File: config.mk
export PLATFORM = sky130hd
export DESIGN_NAME = sar_adc_ctrl_flat
export DESIGN_NICKNAME = d
export VERILOG_FILES = /design/src/rtl/sar_adc_ctrl_if.sv /design/src/rtl/sar_adc_ctrl.sv /design/src/flat_wrapper.sv
export SDC_FILE = /design/constraint.sdc
export NUM_CORES = 1
export LEC_CHECK = 0
export BUFFER_PORTS_ARGS = -buffer_cell sky130_fd_sc_hd__buf_2
export CELL_PAD_IN_SITES_DETAIL_PLACEMENT = 0
export CELL_PAD_IN_SITES_GLOBAL_PLACEMENT = 1
export CORE_ASPECT_RATIO = 1.75
export CORE_MARGIN = 2
export CORE_UTILIZATION = 45
export DETAILED_ROUTE_END_ITERATION = 8
export GPL_ROUTABILITY_DRIVEN = 0
export PLACE_DENSITY_LB_ADDON = 0.05
export SYNTH_ARGS = -nofsm -noshare
export SYNTH_HDL_FRONTEND = slang
export SYNTH_SLANG_ARGS = --single-unit
File: constraint.sdc
create_clock -name cp -period 2.7 [get_ports cp]
set_input_delay 0.27 -clock cp [delete_from_list [all_inputs] [get_ports cp]]
set_output_delay 0.27 -clock cp [all_outputs]
set_load 0.02 [all_outputs]
File: src/rtl/sar_adc_ctrl_if.sv
// sar_adc_ctrl_if
//   Signal bundle between the SAR sequencer, the digital host and the analog
//   core. The clock (cp) and reset (cdn) stay outside the bundle.
//
//   Host side    : start (request), busy, valid, dout (result)
//   Analog side  : sample (track switch), dac_code (trial code), cmp (decision)
//
//   Modports
//     master : host + analog core view (drives start and cmp)
//     slave  : sequencer view (drives sample, dac_code, busy, valid, dout)
//
//   Handshake: start is a level request that is only looked at while the
//   sequencer is idle (busy=0); a high start on such an edge launches exactly
//   one conversion and is otherwise ignored, never queued. valid is a
//   single-cycle strobe with no back-pressure: dout is new in the cycle valid
//   is high and holds until the next completion.
interface sar_adc_ctrl_if #(
   parameter int NBITS = 8
);
   logic             start;
   logic             cmp;
   logic             sample;
   logic [NBITS-1:0] dac_code;
   logic             busy;
   logic             valid;
   logic [NBITS-1:0] dout;

   modport master (
      output start,
      output cmp,
      input  sample,
      input  dac_code,
      input  busy,
      input  valid,
      input  dout
   );

   modport slave (
      input  start,
      input  cmp,
      output sample,
      output dac_code,
      output busy,
      output valid,
      output dout
   );
endinterface

File: src/rtl/sar_adc_ctrl.sv
// sar_adc_ctrl
//   Successive-approximation sequencer for the SAR ADC macro. Holds the
//   sample switch closed for SAMPLE_CYCLES, then walks the capacitive-DAC
//   trial code from MSB to LSB, letting the DAC settle for SETTLE_CYCLES
//   before each comparator decision. The final code is published on dout
//   with a one-cycle valid strobe.
//
//   Parameters
//     NBITS         : resolution, 2..16
//     SAMPLE_CYCLES : cycles the sample switch stays closed, 1..15
//     SETTLE_CYCLES : DAC settling cycles before each compare, 0..15
//
//   Ports
//     cp        : clock, rising edge
//     cdn       : asynchronous active-low reset
//     bus       : sar_adc_ctrl_if.slave (start, cmp in; sample, dac_code,
//                 busy, valid, dout out; all outputs registered)
//     state_dbg : current FSM state (IDLE=0, SAMPLE=1, SETTLE=2,
//                 COMPARE=3, DONE=4)
module sar_adc_ctrl #(
   parameter int NBITS         = 8,
   parameter int SAMPLE_CYCLES = 2,
   parameter int SETTLE_CYCLES = 1
) (
   input  logic                 cp,
   input  logic                 cdn,
   sar_adc_ctrl_if.slave        bus,
   output logic [2:0]           state_dbg
);

   typedef enum logic [2:0] {
      IDLE    = 3'd0,
      SAMPLE  = 3'd1,
      SETTLE  = 3'd2,
      COMPARE = 3'd3,
      DONE    = 3'd4
   } state_t;

   localparam int IDX_W = (NBITS > 1) ? $clog2(NBITS) : 1;

   // Counter reload values are "cycles - 1" so that a phase ends on the
   // edge where the counter is already zero.
   localparam logic [3:0] SAMPLE_LOAD = 4'(SAMPLE_CYCLES - 1);
   localparam logic [3:0] SETTLE_LOAD = (SETTLE_CYCLES > 0) ? 4'(SETTLE_CYCLES - 1) : 4'd0;

   // With no settling time every trial goes straight to the compare.
   localparam state_t TRIAL_STATE = (SETTLE_CYCLES > 0) ? SETTLE : COMPARE;

   localparam logic [NBITS-1:0] ONE      = NBITS'(1);
   localparam logic [NBITS-1:0] MSB_CODE = ONE << (NBITS - 1);

   state_t               state;
   logic [3:0]           cnt;
   logic [IDX_W-1:0]     idx;
   logic                 sample_r;
   logic [NBITS-1:0]     dac_r;
   logic                 busy_r;
   logic                 valid_r;
   logic [NBITS-1:0]     dout_r;

   // Trial-bit arithmetic for the compare edge. The bit under test is
   // always 1 in dac_r, so deciding it only ever needs a clear. The next
   // trial bit sits one position lower; at idx=0 the shifted mask is empty.
   logic [NBITS-1:0]     bit_mask;
   logic [NBITS-1:0]     decided;
   logic [NBITS-1:0]     next_trial;

   always_comb begin
      bit_mask   = ONE << idx;
      decided    = bus.cmp ? dac_r : (dac_r & ~bit_mask);
      next_trial = decided | (bit_mask >> 1);
   end

   always_ff @(posedge cp or negedge cdn) begin
      if (!cdn) begin
         state    <= IDLE;
         cnt      <= 4'd0;
         idx      <= '0;
         sample_r <= 1'b0;
         dac_r    <= '0;
         busy_r   <= 1'b0;
         valid_r  <= 1'b0;
         dout_r   <= '0;
      end else begin
         case (state)
            IDLE: begin
               valid_r <= 1'b0;
               if (bus.start) begin
                  state    <= SAMPLE;
                  sample_r <= 1'b1;
                  busy_r   <= 1'b1;
                  cnt      <= SAMPLE_LOAD;
               end
            end

            SAMPLE: begin
               if (cnt == 4'd0) begin
                  // Track phase over: open the switch and present the MSB trial.
                  sample_r <= 1'b0;
                  idx      <= IDX_W'(NBITS - 1);
                  dac_r    <= MSB_CODE;
                  cnt      <= SETTLE_LOAD;
                  state    <= TRIAL_STATE;
               end else begin
                  cnt <= cnt - 4'd1;
               end
            end

            SETTLE: begin
               if (cnt == 4'd0) begin
                  state <= COMPARE;
               end else begin
                  cnt <= cnt - 4'd1;
               end
            end

            COMPARE: begin
               if (idx != '0) begin
                  dac_r <= next_trial;
                  idx   <= idx - 1'b1;
                  cnt   <= SETTLE_LOAD;
                  state <= TRIAL_STATE;
               end else begin
                  dac_r   <= decided;
                  dout_r  <= decided;
                  valid_r <= 1'b1;
                  state   <= DONE;
               end
            end

            DONE: begin
               valid_r <= 1'b0;
               dac_r   <= '0;
               busy_r  <= 1'b0;
               state   <= IDLE;
            end

            default: begin
               state    <= IDLE;
               sample_r <= 1'b0;
               dac_r    <= '0;
               busy_r   <= 1'b0;
               valid_r  <= 1'b0;
            end
         endcase
      end
   end

   assign bus.sample   = sample_r;
   assign bus.dac_code = dac_r;
   assign bus.busy     = busy_r;
   assign bus.valid    = valid_r;
   assign bus.dout     = dout_r;
   assign state_dbg    = state;

endmodule
File: src/flat_wrapper.sv
// flat-port wrapper written by rule: the top's interface ports become plain ports
module sar_adc_ctrl_flat 
#(
   parameter int NBITS         = 8,
   parameter int SAMPLE_CYCLES = 2,
   parameter int SETTLE_CYCLES = 1
)
  (cp, cdn, state_dbg, bus_start, bus_cmp, bus_sample, bus_dac_code, bus_busy, bus_valid, bus_dout);
  sar_adc_ctrl_if #(.NBITS(NBITS)) bus_i ();
  input  logic cp;
  input  logic cdn;
  output logic [2:0] state_dbg;
  input wire logic [$bits(bus_i.start)-1:0] bus_start;
  input wire logic [$bits(bus_i.cmp)-1:0] bus_cmp;
  output wire logic [$bits(bus_i.sample)-1:0] bus_sample;
  output wire logic [$bits(bus_i.dac_code)-1:0] bus_dac_code;
  output wire logic [$bits(bus_i.busy)-1:0] bus_busy;
  output wire logic [$bits(bus_i.valid)-1:0] bus_valid;
  output wire logic [$bits(bus_i.dout)-1:0] bus_dout;
  assign bus_i.start = bus_start;
  assign bus_i.cmp = bus_cmp;
  assign bus_sample = bus_i.sample;
  assign bus_dac_code = bus_i.dac_code;
  assign bus_busy = bus_i.busy;
  assign bus_valid = bus_i.valid;
  assign bus_dout = bus_i.dout;
  sar_adc_ctrl #(.NBITS(NBITS), .SAMPLE_CYCLES(SAMPLE_CYCLES), .SETTLE_CYCLES(SETTLE_CYCLES)) u_core (.cp(cp), .cdn(cdn), .bus(bus_i), .state_dbg(state_dbg));
endmodule
# Word level (Yosys, flattened, before mapping)
# Index checks and enable logic that the tools add are counted.
# classes
addsub	2
n_eq_ne	10
shift	1
mux	23
bitwise_logic	8
n_reduce_logical	17
# ops
op	n
8-bit two-way mux	3
8-bit case mux with 3 select lines	1
3-bit two-way mux	6
4-bit two-way mux	4
4-bit case mux with 4 select lines	1
3-bit case mux with 4 select lines	1
3-bit AND reduction	3
8-bit AND	1
8-bit NOT	1
8-bit by 7-bit bitwise OR with 8-bit output	1
2-bit AND reduction	4
1-bit by 3-bit << shifter with 8-bit output, first input constant	1
3-bit by 2-bit == test with 1-bit output, second input constant	2
2-bit by 1-bit != test with 1-bit output, second input constant	3
2-bit != test, second input constant	3
3-bit case mux with 2 select lines	1
3-bit OR reduction	2
1-bit NOT	5
4-bit logical NOT	1
1-bit case mux with 2 select lines	2
4-bit AND reduction	1
4-bit nonzero test	1
2-bit OR reduction	2
4-bit by 1-bit subtractor with 4-bit output, second input constant	1
other kinds (8)	10
# word_totals
reg_bits	29
inputBits	4
output_inout_bits	22

# Depth between registers and ports, before layout
# depth
word_depth	7
depth_mapped	8
ltp_nobuf	6

# Worst setup path before layout
# Ideal clock, no wire load.
# synth_path
kind	flip-flop to flip-flop
from	register u_core.idx[0]
to	register u_core.dout_r[4] (netlist: u_core.bus.dout[4])
setup_ns	0.125
t_arrival_ns	1.536
required_ns	2.575
setup_slack_ns	1.039
stages_incl_launch_ff	7
n_path_buf	1
synth_period_minus_slack_ns	1.661
cell_sequence	dfrtp_1 -> inv_1 -> ha_1 -> nand2b_1 -> or2_1 -> buf_6 -> mux2_4
# synth_via
elab_chain_len	4
elab_cells_between_ends	7
# synth_rtl
element	line_no	rtl
start, declared	sar_adc_ctrl.sv:54	logic [IDX_W-1:0] idx;
start signal, assigned	sar_adc_ctrl.sv:100	idx <= IDX_W'(NBITS - 1);
start signal, assigned	sar_adc_ctrl.sv:120	idx <= idx - 1'b1;
1-bit by 3-bit << shifter with 8-bit output	sar_adc_ctrl.sv:69	bit_mask = ONE << idx;
8-bit NOT	sar_adc_ctrl.sv:70	decided = bus.cmp ? dac_r : (dac_r & ~bit_mask);
8-bit AND	sar_adc_ctrl.sv:70	
8-bit two-way mux	sar_adc_ctrl.sv:70	
end signal, assigned	sar_adc_ctrl.sv:125	dout_r <= decided;
end, declared	sar_adc_ctrl.sv:59	logic [NBITS-1:0] dout_r;
# Several ways; a longest one is shown, not always the timed one.
# A chain may end at the register's enable or synchronous reset.

# Worst setup path after layout
# layout_path
from	register u_core.state[1] (netlist: u_core.state_dbg[1])
to	register u_core.dout_r[4] (netlist: u_core.bus.dout[4])
# layout_via
elab_chain_len	2
# layout_rtl
element	line_no	rtl
start, declared	sar_adc_ctrl.sv:52	state_t state;
start signal, assigned	sar_adc_ctrl.sv:76	state <= IDLE;
start signal, assigned	sar_adc_ctrl.sv:89	state <= SAMPLE;
start signal, assigned	sar_adc_ctrl.sv:103	state <= TRIAL_STATE;
3-bit by 2-bit == test with 1-bit output	sar_adc_ctrl.sv:85	case (state)
2-bit AND reduction (no line)	n/a	
# No other way between the ends.

==> impl_metrics.tcl <==
set metrics [dict create \
    die-area_um2 4070 \
    yosysTopAreaCellShare_pct 45.3 \
    synth_simple_gate_area_share_pct 18.5 \
    rsz0062_at_grt "no" \
    die_w_um 49.1 \
    placedInstanceArea_um2 1730 \
    synthAdderAreaFrac_pct 5.47 \
    min_period_over_period_pct 74.2 \
    synth_compound_area_share_pct 23.8 \
    cts_max_level 2 \
    hpwl_um 2640 \
    row_count 28 \
    p_total_mw 2.38 \
    crit_path_end_kind "flop" \
    via_count 1326 \
    cap_violations 0 \
    p_per_area_nw_per_um2 1310 \
    cts_setup_buffers 0 \
    path_max_fanout 25 \
    multi_input_area_um2 788 \
    drv_slew 0 \
    antenna_cells 0 \
    layout.nets 206 \
    drive_above_1_share_pct 19.4 \
    fillers 353 \
    ir_drop_mv 0.713 \
    fmax_mhz 499 \
    max-slew-margin-rel_pct 47.6 \
    ios 26 \
    post-synth-top-count-cell "dfrtp_1" \
    async_reset_ff_share_pct 100 \
    tightest_slew_ns 0.786 \
    grt-ovfl-total 0 \
    synthMuxAreaShare_pct 0.938 \
    netlist_area_um2 1600 \
    initial_core_util_pct 47.1 \
    clock-sinks 29 \
    cp.required_ns 2.86 \
    syn_to_final_growth_pct 13.3 \
    yosysTopAreaCell "dfrtp_1" \
    syn_nets 180 \
    seqCellArea_um2 726 \
    yosysWarnings 0 \
    grt_pass1_vias 1326 \
    drt-initial-drc-count 18 \
    gr-usage-all-layers_pct 19.2 \
    synth_ff_type "dfrtp_1" \
    cts_resized 0 \
    wirelength_um 3410 \
    dr.pass1.iters 4 \
    critPathLaunchType "flop" \
    cts-root-buf "clkbuf_8" \
    antenna_found_initial 0 \
    worstSetupPathType "flop to flop" \
    synthCells 169 \
    clk_pin_slew_worst_paths_ns 0.06 \
    hold_buffers 0 \
    vias_per_cell 5.50 \
    drt.antenna.violating_nets 0 \
    synth_area_per_cell_um2 9.47 \
    io_buffers 25 \
    grt_pass1_wl_um 6050 \
    synthTopCellsByArea "dfrtp_1 45%, nand2_1 6.1%, ha_1 5.5%" \
    hold_violations 0 \
    synth_top_family_by_area "compound AO/OA/AOI/OAI gates" \
    skew_ns 0.00444 \
    pre_cts_slack_ns 0.699 \
    cts_buffer_depth 2 \
    crit_arrival_ns 2.17 \
    worst_hold_path_type "input pin to asynchronous set/reset pin" \
    synth_cell_types 39 \
    postLayoutCellArea_um2 1810 \
    grt_start_max_net_pins 30 \
    setup_tns_ns 0 \
    cts_made_buffers 5 \
    fin_util_pct 53.4 \
    status "finished, final reports clean" \
    fin_ws_ns 0.697 \
    fin_crit_ns 2.00 \
    synth_common_cells "29 x dfrtp_1, 26 x nand2_1, 17 x o21ai_0" \
    core_um2 3400 \
    die_h_um 82.9 \
    ys_seq_elements 29 \
    synth_edf_count 0 \
    synth_seq_area_share_pct 45.3 \
    clk_latency_ns 0.28 \
    cts_tree "done" \
    drc_errors 0 \
    setup_viol 0 \
    wl_per_cell_um 14.2 \
    synth_xor_xnor_area_share_pct 0.547 \
    p_leak_nw 0.847 \
]
## area by class of cell
class                      instances  share of cell area (%)
multi-input combinational        125                    43.5
sequential                        29                    40.0
timing repair buffer              26                    7.32
clock buffer                       8                    4.42
tap                               45                    3.11
inverter                           8                    1.66
## critical path, cell delays in order, from the launching register on
cell and delay (ns):
dfrtp_1 0.85, nand3b_4 0.21, or2_1 0.45, mux2_4 0.36
## routing by layer
layer	vias up	global-route usage (%)	part of all wire [%]
met3	12	3.96	3.1
met1	631	19.0	38
met2	32	34.3	55
met4	0	13.5	4.0
met5	-	0	0
li1	651	-	-
## state kept, by name (all words and copies together), names as in the netlist
name	count
u_core.idx	3
u_core.cnt	4
u_core.state_dbg	3
u_core.bus.dout	8
u_core.bus.busy	1
u_core.bus.valid	1
u_core.bus.sample	1
u_core.bus.dac_code	8
## placed cells by master (no fill, tap or decap), types with 5 or more instances in the layout
master and n:
dfrtp_1 29, nand2_1 26, buf_2 25, o21ai_0 17
a21oi_1 13, nor2_1 11, inv_1 8, ha_1 7
a22oi_1 6, o2bb2ai_1 5, clkbuf_8 5
## report_power, final
group,internal (mW),total (mW),switching [mW]
Clock,0.183,0.335,0.153
Combinational,0.501,1.18,0.676
Sequential,0.625,0.869,0.244
Total,1.31,2.38,1.07
## stage by stage
stage,cells,hold slack (ns)
2_1_floorplan,169,-0.0256
3_3_place_gp,233,0.316
3_5_place_dp,233,0.332
4_1_cts,241,0.0305
5_1_grt,241,0.0734
6_report,241,0.00572
## cells by family (layout without fill, tap and decap cells)
family	after synthesis	count (layout)
buffers and inverters	15	42
XOR/XNOR	1	1
adder cells (fa/ha/maj)	7	7
multiplexers	1	1
AND/OR/NAND/NOR	58	58
flip-flops	29	29
AO/OA/AOI/OAI	58	58
## final timing paths
| check | from | to | slack, ns | depth (start not counted) |
|---|---|---|---|---|
| worst max-delay path | u_core.state_dbg[1] | u_core.bus.dout[4] | 0.70 | 3 |
| worst min-delay path | cdn | u_core.bus.dac_code[7] | 0.006 | 1 |
| worst max register to register | u_core.state_dbg[1] | u_core.bus.dout[4] | 0.70 | 3 |
| worst min register to register | u_core.bus.dout[3] | u_core.bus.dout[3] | 0.47 | 2 |
| max in group asynchronous | cdn | u_core.idx[0] | 2.29 | 1 |
| min in group cp | bus_cmp | u_core.bus.dout[0] | 0.29 | 3 |
(Power assumes the default switching activity.)
